<file path="src/rtl/change_dispenser_if.sv">
// Payout handshake bundle for change_dispenser: return request/amount in,
// one-hot hopper coin request and payout status out.
interface change_dispenser_if #(
  parameter int unsigned kNumCoins  = 3,
  parameter int unsigned kTotalBits = 16
);
  logic                  i_return_req;
  logic [kTotalBits-1:0] i_return_amount;
  logic                  i_hopper_ack;
  logic [kNumCoins-1:0]  o_return_coin;
  logic                  o_busy;
  logic                  o_done;
  logic [kTotalBits-1:0] o_shortfall;

  modport master (
    output i_return_req, i_return_amount, i_hopper_ack,
    input  o_return_coin, o_busy, o_done, o_shortfall
  );

  modport slave (
    input  i_return_req, i_return_amount, i_hopper_ack,
    output o_return_coin, o_busy, o_done, o_shortfall
  );
endinterface

</file>
<file path="src/rtl/change_dispenser.sv">
// Greedy largest-coin-first change payout through a hopper handshake, with
// per-denomination inventory. Optional ack timeout: CHANGE_DISPENSER_TIMEOUT_EN.
module change_dispenser #(
  parameter int unsigned kNumCoins   = 3,
  parameter int unsigned kTotalBits  = 16,
  parameter int unsigned INV_BITS    = 8,
  parameter int unsigned INIT_COUNT  = 10,
  parameter int unsigned ACK_TIMEOUT = 16
) (
  input  logic                 clk,
  input  logic                 reset_n,
  input  logic [kNumCoins-1:0] i_input_coin,
  input  logic [31:0]          coin_value [kNumCoins],
  change_dispenser_if.slave    bus,
  output logic [kNumCoins-1:0] o_inventory_empty
);

  localparam int unsigned kIdxBits = (kNumCoins > 1) ? $clog2(kNumCoins) : 1;
  localparam int unsigned kCmpBits = (kTotalBits > 32) ? kTotalBits : 32;

  typedef enum logic [1:0] {S_IDLE, S_SELECT, S_DISPENSE, S_DONE} state_t;

  state_t                r_state;
  logic [kTotalBits-1:0] r_remaining;
  logic [INV_BITS-1:0]   r_count [kNumCoins];
  logic [kIdxBits-1:0]   r_coin_idx;
  logic [kNumCoins-1:0]  r_return_coin;
  logic                  r_busy;
  logic                  r_done;
  logic [kTotalBits-1:0] r_shortfall;
  logic [kNumCoins-1:0]  r_empty;

  logic [INV_BITS-1:0]   w_count_nxt [kNumCoins];
  logic                  w_ack_take;
  logic                  w_sel_valid;
  logic [kIdxBits-1:0]   w_sel_idx;

`ifdef CHANGE_DISPENSER_TIMEOUT_EN
  localparam int unsigned kTmrBits = (ACK_TIMEOUT > 1) ? $clog2(ACK_TIMEOUT) : 1;
  logic [kTmrBits-1:0]   r_timer;
`endif

  assign bus.o_return_coin = r_return_coin;
  assign bus.o_busy        = r_busy;
  assign bus.o_done        = r_done;
  assign bus.o_shortfall   = r_shortfall;
  assign o_inventory_empty = r_empty;

  assign w_ack_take = (r_state == S_DISPENSE) && bus.i_hopper_ack;

  // Insert and acked dispense of the same coin cancel; inserts saturate.
  always_comb begin
    for (int unsigned i = 0; i < kNumCoins; i++) begin
      w_count_nxt[i] = r_count[i];
      if (i_input_coin[i] && !(w_ack_take && (r_coin_idx == kIdxBits'(i)))) begin
        if (r_count[i] != '1) w_count_nxt[i] = r_count[i] + 1'b1;
      end else if (!i_input_coin[i] && w_ack_take && (r_coin_idx == kIdxBits'(i))) begin
        w_count_nxt[i] = r_count[i] - 1'b1;
      end
    end
  end

  // Ascending scan so the highest fitting denomination wins.
  always_comb begin
    w_sel_valid = 1'b0;
    w_sel_idx   = '0;
    for (int unsigned i = 0; i < kNumCoins; i++) begin
      if ((r_remaining != '0) && (r_count[i] != '0) &&
          (kCmpBits'(coin_value[i]) <= kCmpBits'(r_remaining))) begin
        w_sel_valid = 1'b1;
        w_sel_idx   = kIdxBits'(i);
      end
    end
  end

  always_ff @(posedge clk or negedge reset_n) begin
    if (!reset_n) begin
      r_state       <= S_IDLE;
      r_remaining   <= '0;
      r_coin_idx    <= '0;
      r_return_coin <= '0;
      r_busy        <= 1'b0;
      r_done        <= 1'b0;
      r_shortfall   <= '0;
      for (int unsigned i = 0; i < kNumCoins; i++) begin
        r_count[i] <= INV_BITS'(INIT_COUNT);
        r_empty[i] <= (INIT_COUNT == 0);
      end
`ifdef CHANGE_DISPENSER_TIMEOUT_EN
      r_timer       <= '0;
`endif
    end else begin
      for (int unsigned i = 0; i < kNumCoins; i++) begin
        r_count[i] <= w_count_nxt[i];
        r_empty[i] <= (w_count_nxt[i] == '0);
      end
      r_done <= 1'b0;
      case (r_state)
        S_IDLE: begin
          if (bus.i_return_req) begin
            r_remaining <= bus.i_return_amount;
            r_shortfall <= '0;
            r_busy      <= 1'b1;
            r_state     <= S_SELECT;
          end
        end
        S_SELECT: begin
          if (w_sel_valid) begin
            r_coin_idx    <= w_sel_idx;
            r_return_coin <= kNumCoins'(1) << w_sel_idx;
            r_state       <= S_DISPENSE;
`ifdef CHANGE_DISPENSER_TIMEOUT_EN
            r_timer       <= '0;
`endif
          end else begin
            r_done      <= 1'b1;
            r_shortfall <= r_remaining;
            r_state     <= S_DONE;
          end
        end
        S_DISPENSE: begin
          if (bus.i_hopper_ack) begin
            r_remaining   <= r_remaining - kTotalBits'(coin_value[r_coin_idx]);
            r_return_coin <= '0;
            r_state       <= S_SELECT;
          end
`ifdef CHANGE_DISPENSER_TIMEOUT_EN
          else if (r_timer == kTmrBits'(ACK_TIMEOUT - 1)) begin
            // Abandoned coin stays in remaining, so it shows up as shortfall.
            r_return_coin <= '0;
            r_done        <= 1'b1;
            r_shortfall   <= r_remaining;
            r_state       <= S_DONE;
          end else begin
            r_timer <= r_timer + 1'b1;
          end
`endif
        end
        S_DONE: begin
          r_busy  <= 1'b0;
          r_state <= S_IDLE;
        end
        default: r_state <= S_IDLE;
      endcase
    end
  end

endmodule

</file>
<file path="src/flat_wrapper.sv">
// flat-port wrapper written by rule: the top's interface ports become plain ports
module change_dispenser_flat 
#(
  parameter int unsigned kNumCoins   = 3,
  parameter int unsigned kTotalBits  = 16,
  parameter int unsigned INV_BITS    = 8,
  parameter int unsigned INIT_COUNT  = 10,
  parameter int unsigned ACK_TIMEOUT = 16
)
  (clk, reset_n, i_input_coin, coin_value, o_inventory_empty, bus_i_return_req, bus_i_return_amount, bus_i_hopper_ack, bus_o_return_coin, bus_o_busy, bus_o_done, bus_o_shortfall);
  change_dispenser_if #(.kNumCoins(kNumCoins), .kTotalBits(kTotalBits)) bus_i ();
  input  logic clk;
  input  logic reset_n;
  input  logic [kNumCoins-1:0] i_input_coin;
  input  logic [31:0] coin_value[kNumCoins];
  output logic [kNumCoins-1:0] o_inventory_empty;
  input wire logic [$bits(bus_i.i_return_req)-1:0] bus_i_return_req;
  input wire logic [$bits(bus_i.i_return_amount)-1:0] bus_i_return_amount;
  input wire logic [$bits(bus_i.i_hopper_ack)-1:0] bus_i_hopper_ack;
  output wire logic [$bits(bus_i.o_return_coin)-1:0] bus_o_return_coin;
  output wire logic [$bits(bus_i.o_busy)-1:0] bus_o_busy;
  output wire logic [$bits(bus_i.o_done)-1:0] bus_o_done;
  output wire logic [$bits(bus_i.o_shortfall)-1:0] bus_o_shortfall;
  assign bus_i.i_return_req = bus_i_return_req;
  assign bus_i.i_return_amount = bus_i_return_amount;
  assign bus_i.i_hopper_ack = bus_i_hopper_ack;
  assign bus_o_return_coin = bus_i.o_return_coin;
  assign bus_o_busy = bus_i.o_busy;
  assign bus_o_done = bus_i.o_done;
  assign bus_o_shortfall = bus_i.o_shortfall;
  change_dispenser #(.kNumCoins(kNumCoins), .kTotalBits(kTotalBits), .INV_BITS(INV_BITS), .INIT_COUNT(INIT_COUNT), .ACK_TIMEOUT(ACK_TIMEOUT)) u_core (.clk(clk), .reset_n(reset_n), .i_input_coin(i_input_coin), .coin_value(coin_value), .bus(bus_i), .o_inventory_empty(o_inventory_empty));
endmodule
</file>
<file path="config.mk">
export PLATFORM = sky130hd
export DESIGN_NAME = change_dispenser_flat
export DESIGN_NICKNAME = d
export VERILOG_FILES = /design/src/rtl/change_dispenser_if.sv /design/src/rtl/change_dispenser.sv /design/src/flat_wrapper.sv
export SDC_FILE = /design/constraint.sdc
export NUM_CORES = 1
export LEC_CHECK = 0
export ABC_AREA = 1
export ABC_CLOCK_PERIOD_IN_PS = 3400
export BUFFER_PORTS_ARGS = -buffer_cell sky130_fd_sc_hd__buf_2
export CAP_MARGIN = 0
export CELL_PAD_IN_SITES_DETAIL_PLACEMENT = 1
export CELL_PAD_IN_SITES_GLOBAL_PLACEMENT = 1
export CORE_ASPECT_RATIO = 0.9
export CORE_MARGIN = 2
export CORE_UTILIZATION = 39
export CTS_CLUSTER_SIZE = 8
export DETAILED_ROUTE_END_ITERATION = 6
export GPL_ROUTABILITY_DRIVEN = 0
export GPL_TIMING_DRIVEN = 0
export PLACE_DENSITY = 0.9
export SETUP_SLACK_MARGIN = 0.5
export SYNTH_ARGS = -nofsm -noshare
export SYNTH_HDL_FRONTEND = slang
export SYNTH_SLANG_ARGS = --single-unit
</file>
<file path="constraint.sdc">
create_clock -name clk -period 3.4 [get_ports clk]
set_input_delay 0.17 -clock clk [delete_from_list [all_inputs] [get_ports clk]]
set_output_delay 0.17 -clock clk [all_outputs]
set_load 0.01 [all_outputs]
</file>
==> impl_metrics.ini, run 1 <==
[outcome]
status = finished clean

[floorplan]
die_area_um2 = 16940
core_area_um2 = 15490
die_y_um = 123.7
ios = 143
die_w_um = 137.0
row_count = 43
start_util = 0.4005

[finish]
antenna_cells = 0
nets = 1244
final_layout_size_suffix_gt1_frac = 0.2119
fin_cells = 1259
area.growth.synth_to_final_pct = 24.13

[worst_setup_path]
r2r_end = u_core.r_remaining[8]$_DFFE_PN0P_
reg2reg_depth = 17
start_kind = flip-flop
crit_path_end_kind = flip-flop
worstPathRequired_ns = 3.63
crit_path_start = u_core.r_coin_idx[0]$_DFFE_PN0P_
cp_max_fo = 8
crit_arrival_ns = 2.98
reg2reg_setup_slack_ns = 0.65
crit-reg2reg-launch = u_core.r_coin_idx[0]$_DFFE_PN0P_
crit_end = u_core.r_remaining[8]$_DFFE_PN0P_
worstSetupPathType = reg -> reg

[logic_synthesis]
ys_seq_elements = 68
syn-num-nets = 1083
async_flop_share = 1.000
synth_cells = 891
synthFlopType = dfrtp_1
ys_seq_area_frac = 0.2754
syn_avg_cell_area_um2 = 6.965
yosysUniqueCellTypes = 40
synth_area_um2 = 6206
yosys_warnings = 0
synth-edff-count = 0

[route]
ant_nets = 0
routed.top_layer = met4
wirelength_um = 22460
route.met2.wl_um = 10680
met3_wirelength_um = 1015
vias = 6933
initialDrtViolationCount = 351
wl_met1_um = 10220
wl_per_cell_um = 17.84
first_pass_iters = 4
routed_via_density = 5.507
drc = 0

[global_routing]
gr-total-overflow = 0
grt_pass1_vias = 7218
grt_max_degree = 69
grtUsageTotal = 0.2720
grt_first_pass_wirelength_um = 35620
grt_antenna_before_repair = 0

[timing]
period_needed_ns = 2.747
maxClockFrequency_mhz = 364.0
maxSlewHeadroom = 0.6095
period_share = 0.8080
setup_viol = 0
finalHoldViolations = 0
maxSlewViolCount = 0
rsz0062_at_grt = yes
worst_slew_pin_slew_ns = 0.5857
finClkSkew_ns = 0.01191

[clocking]
cts_tree = yes
clkTransAtPathRegs_ns = 0.06
numCtsBuffers = 9
cts_root_buf = clkbuf_16
cts_sinks = 68
h-tree-depth = 3
insertion_delay_ns = 0.35
clock_path_buffers = 2

[placement]
place.detailed.instances = 1236
hpwl_um = 17540
portBuffers = 142

[run]
maxCapViolCount = 0

[min_path]
hold_path_class = in -> reg
hold_depth = 3

[power]
p_per_area_nw_per_um2 = 787.7
leakagePower_nw = 4.085
p_total_mw = 6.068
ir_drop_mv = 0.4778
-- worst max-delay path, cell delays in order, from the launching register on --
cell	delay, ns
dfrtp_2	0.45
inv_2	0.10
nor2_4	0.06
buf_6	0.15
a221oi_4	0.37
inv_2	0.09
fa_2	0.36
inv_1	0.08
nand2_1	0.07
nand2_1	0.06
nand2_1	0.06
nand2_2	0.09
a21boi_2	0.08
o21ai_2	0.18
xnor2_1	0.17
nand2_1	0.09
nand3_1	0.09
nand2_1	0.07
-- placed cells by master, fill, tap and decap left out, types with 3 or more instances in the layout --
master / n
o21ai_1: 9
dfstp_2: 6
bufinv_16: 3
inv_1: 102
dfrtp_1: 61
buf_4: 7
buf_2: 143
a21oi_1: 53
o211ai_1: 11
nand3_2: 3
nand2_1: 195
o21ai_0: 38
a31oi_1: 9
o22ai_1: 7
nor2_1: 88
a21o_1: 5
clkbuf_16: 9
nand4_1: 23
a22o_1: 9
nand3_1: 86
clkbuf_1: 7
xor2_1: 25
o21bai_1: 7
a21oi_2: 6
inv_2: 13
nor3_1: 18
buf_6: 4
nor2_4: 4
xnor2_1: 3
ha_1: 71
nand2_2: 5
-- Yosys cell counts, drive strengths merged, types with 2 or more instances --
cell type | n | share of area
nand2 | 200 | 0.12
inv | 115 | 0.070
nor2 | 94 | 0.061
nand3 | 89 | 0.073
ha | 72 | 0.15
dfrtp | 62 | 0.25
a21oi | 61 | 0.053
o21ai | 48 | 0.039
xor2 | 25 | 0.035
nand4 | 24 | 0.025
nor3 | 19 | 0.016
clkbuf | 11 | 0.0069
o211ai | 11 | 0.013
a22o | 9 | 0.013
a31oi | 9 | 0.0091
o21bai | 7 | 0.0085
o22ai | 7 | 0.0071
dfstp | 6 | 0.025
a21o | 5 | 0.0060
buf | 4 | 0.0040
xnor2 | 3 | 0.0042
o21a | 2 | 0.0024
or2 | 2 | 0.0020
-- where the power goes --
| part | leakage, nW | switching [mW] | total (mW) | internal [mW] |
|---|---|---|---|---|
| sequential | 0.819 | 0.407 | 1.57 | 1.16 |
| combinational | 3.10 | 2.18 | 3.38 | 1.20 |
| clock | 0.170 | 0.400 | 1.12 | 0.722 |
-- metal layers --
layer / vias to the layer above / track usage
met2: 175 / 0.4677
met1: 3392 / 0.3487
li1: 3324 / -
met3: 42 / 0.04029
met4: 0 / 0.09536
met5: - / 0
-- state kept, by name, indices dropped and copies added, names as in the netlist --
name	cells
u_core.r_state	2
u_core.r_coin_idx	2
u_core.bus.o_return_coin	3
u_core.bus.o_shortfall	16
u_core.bus.o_done	1
u_core.bus.o_busy	1
u_core.r_count	24
u_core.r_remaining	16
u_core.o_inventory_empty	3
-- layout make-up --
| class | count | area [um2] |
|---|---|---|
| sequential | 68 | 1710 |
| multi-input combinational | 693 | 4073 |
| clock buffer | 9 | 225.2 |
| inverter | 115 | 431.7 |
| fill | 2072 | 7791 |
| clock inverter | 7 | 121.4 |
| buffer | 15 | 86.33 |
| timing repair buffer | 150 | 803.3 |
| tap | 202 | 252.7 |
-- worst min-delay path by stage --
stage / from / endpoint / slack (ns)
final: bus_i_return_amount[9] / u_core.r_remaining[9]$_DFFE_PN0P_ / 0.09
after global routing: bus_i_return_amount[5] / u_core.r_remaining[5]$_DFFE_PN0P_ / 0.11
after CTS: bus_i_return_amount[9] / u_core.r_remaining[9]$_DFFE_PN0P_ / 0.08
after detailed placement: reset_n / u_core.r_count[4]$_DFF_PN0_ / 0.21
after global placement: bus_i_return_amount[9] / u_core.r_remaining[9]$_DFFE_PN0P_ / 0.43
after floorplan: reset_n / u_core.bus.o_busy$_DFFE_PN0P_ / -0.13
-- cell families (layout without fill, tap and decap cells) --
group | Yosys count | after routing | share of synthesized area
buffers and inverters | 130 | 296 | 0.08044
and+or+nand+nor | 429 | 429 | 0.3006
AOI/OAI and AO/OA | 163 | 163 | 0.1556
xor gates and xnor gates | 28 | 28 | 0.03952
DFF | 68 | 68 | 0.2754
adders and majority gates | 73 | 73 | 0.1484
-- per-stage QoR --
step | TNS [ns] | worst slack, ns | instance area, um2 | hold slack, ns | util
final | 0 | 0.6529 | 7704 | 0.08902 | 0.4972
after detailed placement | -0.2676 | -0.1465 | 7199 | 0.2056 | 0.4646
after global routing | 0 | 0.4924 | 7704 | 0.1086 | 0.4972
after floorplan | 0 | 0.8048 | 6206 | -0.1256 | -
after CTS | 0 | 0.5031 | 7649 | 0.08192 | 0.4936
after global placement | 0 | 0.03551 | 7169 | 0.4349 | 0.4627
-- repair_timing --
action                     in CTS  in global routing
gates resized for setup        22                 18
hold endpoints to repair       62                  0
buffers inserted                5                  1
setup endpoints to repair      12                  9
hold buffers                    1                  0
cloned                          0                  0
pin swaps                       7                  7
Power figures use the tool's default switching activity.
==> run 2: changes to the inputs <==
ABC_CLOCK_PERIOD_IN_PS = 2800   (was 3400)
clock period = 2.8 ns   (was 3.4 ns; I/O delays follow)
==> impl_metrics.ini, run 2 (synthesis results as in run 1) <==
[finish]
final_common_cell = nand2_1
nets = 1264
fin_cells = 1280
largest_register_ffs = 24
layout_common_cells = nand2_1, buf_2, inv_1
fin_area_um2 = 8160
fillerInstances = 2019
regMostFlops = u_core.r_count
final_layout_size_suffix_gt1_frac = 0.2804
area.growth.synth_to_final_pct = 31.49
post-route-util = 0.5266

[global_routing]
grt_max_degree = 55
grt_antenna_before_repair = 1
grt_pass1_vias = 7428
gr-total-overflow = 0
grt_first_pass_wirelength_um = 38220
grtUsageTotal = 0.2905

[power]
ir_drop_mv = 0.3974
seqPwrFrac = 0.239
switching_power_mw = 4.303
p_per_area_nw_per_um2 = 999.5
p_total_mw = 8.156
clock_power_share = 0.147
switching_share = 0.5276
combinationalPowerShare = 0.614
leakagePower_nw = 4.211
intPower_mw = 3.853

[timing]
holdWs_ns = 0.07462
setup_viol = 15
period_needed_ns = 3.016
setup_ws_ns = -0.2161
tns_ns = -0.6862
maxSlewHeadroom = 0.4909
period_share = 1.077
finClkSkew_ns = 0.007092
maxClockFrequency_mhz = 331.6
finalHoldViolations = 0
rsz0062_at_grt = yes
maxSlewViolCount = 0
worst_slew_pin_slew_ns = 0.7637

[route]
initialDrtViolationCount = 748
drc = 1
vias = 7734
wl_per_cell_um = 22.44
routed_via_density = 6.042
first_pass_iters = 7
ant_nets = 0
wirelength_um = 28720

[placement]
dp_slack_ns = -0.02006
hpwl_um = 17440
postPlaceCellArea_um2 = 7251
place.detailed.instances = 1236
portBuffers = 142

[worst_setup_path]
cp_max_fo = 5
crit_path_top_delay_cell = dfrtp_2
worstPathRequired_ns = 3.03
path_cells = inv_2, nor2_4, buf_8, buf_4, a22o_1, a21oi_2, ha_1, inv_2, nor3_4, inv_1, nor3_1, nand2_1, nand2_1, xor2_2, o21bai_1, nand2_1
cp_top_family = simple AND/OR/NAND/NOR gates
cpMostUsedCell = nand2_1
crit_arrival_ns = 3.25
worstSetupPathType = reg -> reg
crit_path_end_kind = flip-flop
slowest_delay_ns = 0.45
critPathBufInv = 5
start_kind = flip-flop

[outcome]
status = finished, violations left
violations = DRC, setup timing

[floorplan]
start_util = 0.4005
die_area_um2 = 16940
die_w_um = 137.0
row_count = 43
ios = 143
die_y_um = 123.7
core_area_um2 = 15490

[run]
maxCapViolCount = 0

[clocking]
numCtsBuffers = 9
cts_root_buf = clkbuf_16
clock_path_buffers = 2
cts_sinks = 68
insertion_delay_ns = 0.35
cts_tree = yes
clkTransAtPathRegs_ns = 0.06
h-tree-depth = 3

[min_path]
hold_path_class = in -> reg
## run 2: cell count changes in the layout (fill, tap and decap cells not counted), sizes merged
cell    change
diode       +1
clkinv      +3
bufinv      -2
inv         -1
buf        +18
clkbuf      +2
## run 2: what timing repair did
item                                    CTS  global route
gates resized for setup                  41            58
pin swaps                                18            27
buffers inserted                         14            11
hold endpoints to repair                 14             0
endpoints found under the setup margin   39            41
hold buffers                              1             0
gates cloned                              1             0
## run 2: area by class of cell
cell class / count / area (um2) / share of cell area
timing repair buffer: 170 / 960.9 / 0.1178
inverter: 115 / 434.2 / 0.05320
buffer: 15 / 102.6 / 0.01257
clock inverter: 7 / 75.07 / 0.009200
multi-input combinational: 693 / 4397 / 0.5388
antenna: 1 / 2.502 / 0.0003067
sequential: 68 / 1710 / 0.2096
clock buffer: 9 / 225.2 / 0.02760
tap: 202 / 252.7 / 0.03097
## run 2: final timing paths
check                                                      start                               endpoint  slack (ns)  cells after the start
setup / recovery                u_core.r_coin_idx[1]$_DFFE_PN0P_     u_core.r_remaining[14]$_DFFE_PN0P_       -0.22                     16
hold / removal                            bus_i_return_amount[7]      u_core.r_remaining[7]$_DFFE_PN0P_        0.07                      3
setup reg to reg                u_core.r_coin_idx[1]$_DFFE_PN0P_     u_core.r_remaining[14]$_DFFE_PN0P_       -0.22                     16
hold reg to reg            u_core.bus.o_shortfall[3]$_DFFE_PN0P_  u_core.bus.o_shortfall[3]$_DFFE_PN0P_        0.49                      2
max in group asynchronous                                reset_n           u_core.r_count[17]$_DFF_PN1_        1.95                      3
min in group asynchronous                                reset_n     u_core.r_remaining[10]$_DFFE_PN0P_        0.22                      2
## run 2: routing by layer
layer | vias to the layer above | routed length [um] | global-route usage
li1 | 3369 | - | -
met1 | 3722 | 10950 | 0.3712
met2 | 480 | 13420 | 0.4810
met3 | 163 | 2530 | 0.05617
met4 | 0 | 1820 | 0.1224
met5 | - | 0 | 0
## run 2: power groups by stage
| stage | clock network [mW] | registers, mW | logic (mW) |
|---|---|---|---|
| 3_5_place_dp | 0 | 1.86 | 3.92 |
| 6_report | 1.20 | 1.95 | 5.01 |
| 5_1_grt | 1.24 | 1.99 | 5.41 |
| 3_3_place_gp | 0 | 1.84 | 3.70 |
| 2_1_floorplan | 0 | 1.77 | 2.77 |
| 4_1_cts | 1.20 | 1.86 | 4.19 |
## run 2: tightest hold or removal path: stages
cell      delay, ns
buf_2          0.09
o211ai_1       0.09
nand2_1        0.07
==> run 3: changes to the inputs <==
ABC_CLOCK_PERIOD_IN_PS = 3300   (was 2800)
clock period = 3.3 ns   (was 2.8 ns; I/O delays follow)
==> impl_metrics.ini, run 3 (synthesis results as in run 1) <==
[worst_setup_path]
cp_max_fo = 8
critPathBufInv = 3
worstPathRequired_ns = 3.53
cp.depth = 14
cpMostUsedCell = nand2_1
crit_path_end_kind = flip-flop
start_kind = flip-flop
crit_path_top_delay_cell = dfrtp_2
path_cells = inv_2, nor2_4, buf_8, buf_4, a22o_1, a21oi_1, ha_2, a21oi_2, a21boi_4, o21ai_2, xnor2_1, nand2_1, nand3_1, nand2_1
slowest_delay_ns = 0.44
worstSetupPathType = reg -> reg
crit_arrival_ns = 3.00
reg2reg_depth = 14
cp_top_family = compound AO/OA/AOI/OAI gates

[clocking]
clock_path_buffers = 2
cts_sinks = 68
cts_tree = yes
cts_root_buf = clkbuf_16
clkTransAtPathRegs_ns = 0.06
insertion_delay_ns = 0.35
h-tree-depth = 3
numCtsBuffers = 9

[placement]
hpwl_um = 17540
dp_slack_ns = -0.2465
portBuffers = 142

[floorplan]
core_area_um2 = 15490
die_y_um = 123.7
die_w_um = 137.0
start_util = 0.4005
ios = 143
die_area_um2 = 16940
row_count = 43

[min_path]
hold_depth = 3
hold_path_class = in -> reg

[finish]
area.growth.synth_to_final_pct = 27.72
layout_common_cells = nand2_1, buf_2, inv_1
final_layout_size_suffix_gt1_frac = 0.2416
largest_register_ffs = 24
fillerInstances = 2038
regMostFlops = u_core.r_count
final_common_cell = nand2_1
nets = 1259
antenna_cells = 0

[timing]
maxClockFrequency_mhz = 362.1
maxSlewHeadroom = 0.6069
setup_ws_ns = 0.5386
period_needed_ns = 2.761
finalHoldViolations = 0
worst_slew_pin_slew_ns = 0.5897
period_share = 0.8368
rsz0062_at_grt = yes
maxSlewViolCount = 0
finClkSkew_ns = 0.01034
tns_ns = 0
setup_viol = 0

[global_routing]
gr-total-overflow = 0
grt_first_pass_wirelength_um = 36050
grt_pass1_vias = 7296
grtUsageTotal = 0.2750
grt_max_degree = 69
grt_antenna_before_repair = 0

[route]
wl_per_cell_um = 18.95
routed_via_density = 5.605
vias = 7141
initialDrtViolationCount = 431
wirelength_um = 24140
ant_nets = 0
drc = 0
first_pass_iters = 4

[power]
ir_drop_mv = 0.5117
p_per_area_nw_per_um2 = 819.7
leakagePower_nw = 4.184

[run]
maxCapViolCount = 0

[outcome]
status = finished clean
[run 3: cell types whose count changed in the layout (fill, tap and decap cells not counted), moves of 4 or more]
cell     change
ha_4         -4
inv_2        -5
nand3_1      +5
ha_1         +7
a21oi_4      -5
nand2_2      -8
a21oi_1      +6
nand2_1      +7
inv_1        +5
[run 3: worst paths after layout]
check | to | slack [ns] | from
hold / removal | u_core.r_remaining[9]$_DFFE_PN0P_ | 0.09 | bus_i_return_amount[9]
setup reg to reg | u_core.r_remaining[8]$_DFFE_PN0P_ | 0.54 | u_core.r_coin_idx[0]$_DFFE_PN0P_
hold reg to reg | u_core.bus.o_shortfall[13]$_DFFE_PN0P_ | 0.51 | u_core.bus.o_shortfall[13]$_DFFE_PN0P_
max in group asynchronous | u_core.r_count[19]$_DFF_PN1_ | 2.57 | reset_n
setup / recovery | u_core.r_remaining[8]$_DFFE_PN0P_ | 0.54 | u_core.r_coin_idx[0]$_DFFE_PN0P_
min in group asynchronous | u_core.o_inventory_empty[2]$_DFF_PN0_ | 0.36 | reset_n
[run 3: what timing repair did]
| item | in CTS | in global routing |
|---|---|---|
| hold buffers | 1 | 0 |
| pin swaps | 9 | 22 |
| endpoints found under the setup margin | 13 | 18 |
| resized for setup | 27 | 41 |
| endpoints found under the hold margin | 62 | 0 |
| setup buffers | 6 | 15 |
[run 3: power by group]
group	internal (mW)	leakage [nW]	total, mW	switching, mW
sequential	1.20	0.817	1.63	0.429
clock	0.744	0.170	1.15	0.410
combinational	1.33	3.20	3.72	2.39
[run 3: final cells by class]
| type | count | area [um2] | area share |
|---|---|---|---|
| clock buffers | 9 | 225.2 | 0.02841 |
| inverters | 115 | 434.2 | 0.05478 |
| well taps | 202 | 252.7 | 0.03189 |
| multi-input cells | 693 | 4168 | 0.5258 |
| flip-flops and latches | 68 | 1712 | 0.2159 |
| clock inverters | 7 | 121.4 | 0.01531 |
| repair buffers | 165 | 923.4 | 0.1165 |
| plain buffers | 15 | 90.09 | 0.01137 |
[run 3: routing by layer]
metal  vias to the layer above  track usage  routed length (um)
met5                         -            0                   0
met4                         0       0.1050                 807
met3                        63      0.04192                1296
met2                       237       0.4717               11480
met1                      3485       0.3493               10550
li1                       3356            -                   -
[run 3: worst min-delay path, stage by stage]
cell and delay (ns):
buf_2 0.08, o211ai_1 0.09, nand2_1 0.06
[run 3: metrics by stage]
step,util,total power [mW],hold slack (ns),instances,instance area (um2)
2_1_floorplan,-,3.830,-0.1306,891,6206
4_1_cts,0.4954,6.165,0.07692,1259,7676
3_5_place_dp,0.4646,4.908,0.2006,1236,7199
6_report,0.5115,6.497,0.08534,1274,7926
3_3_place_gp,0.4627,4.702,0.4299,1235,7169
5_1_grt,0.5115,6.993,0.1040,1274,7926
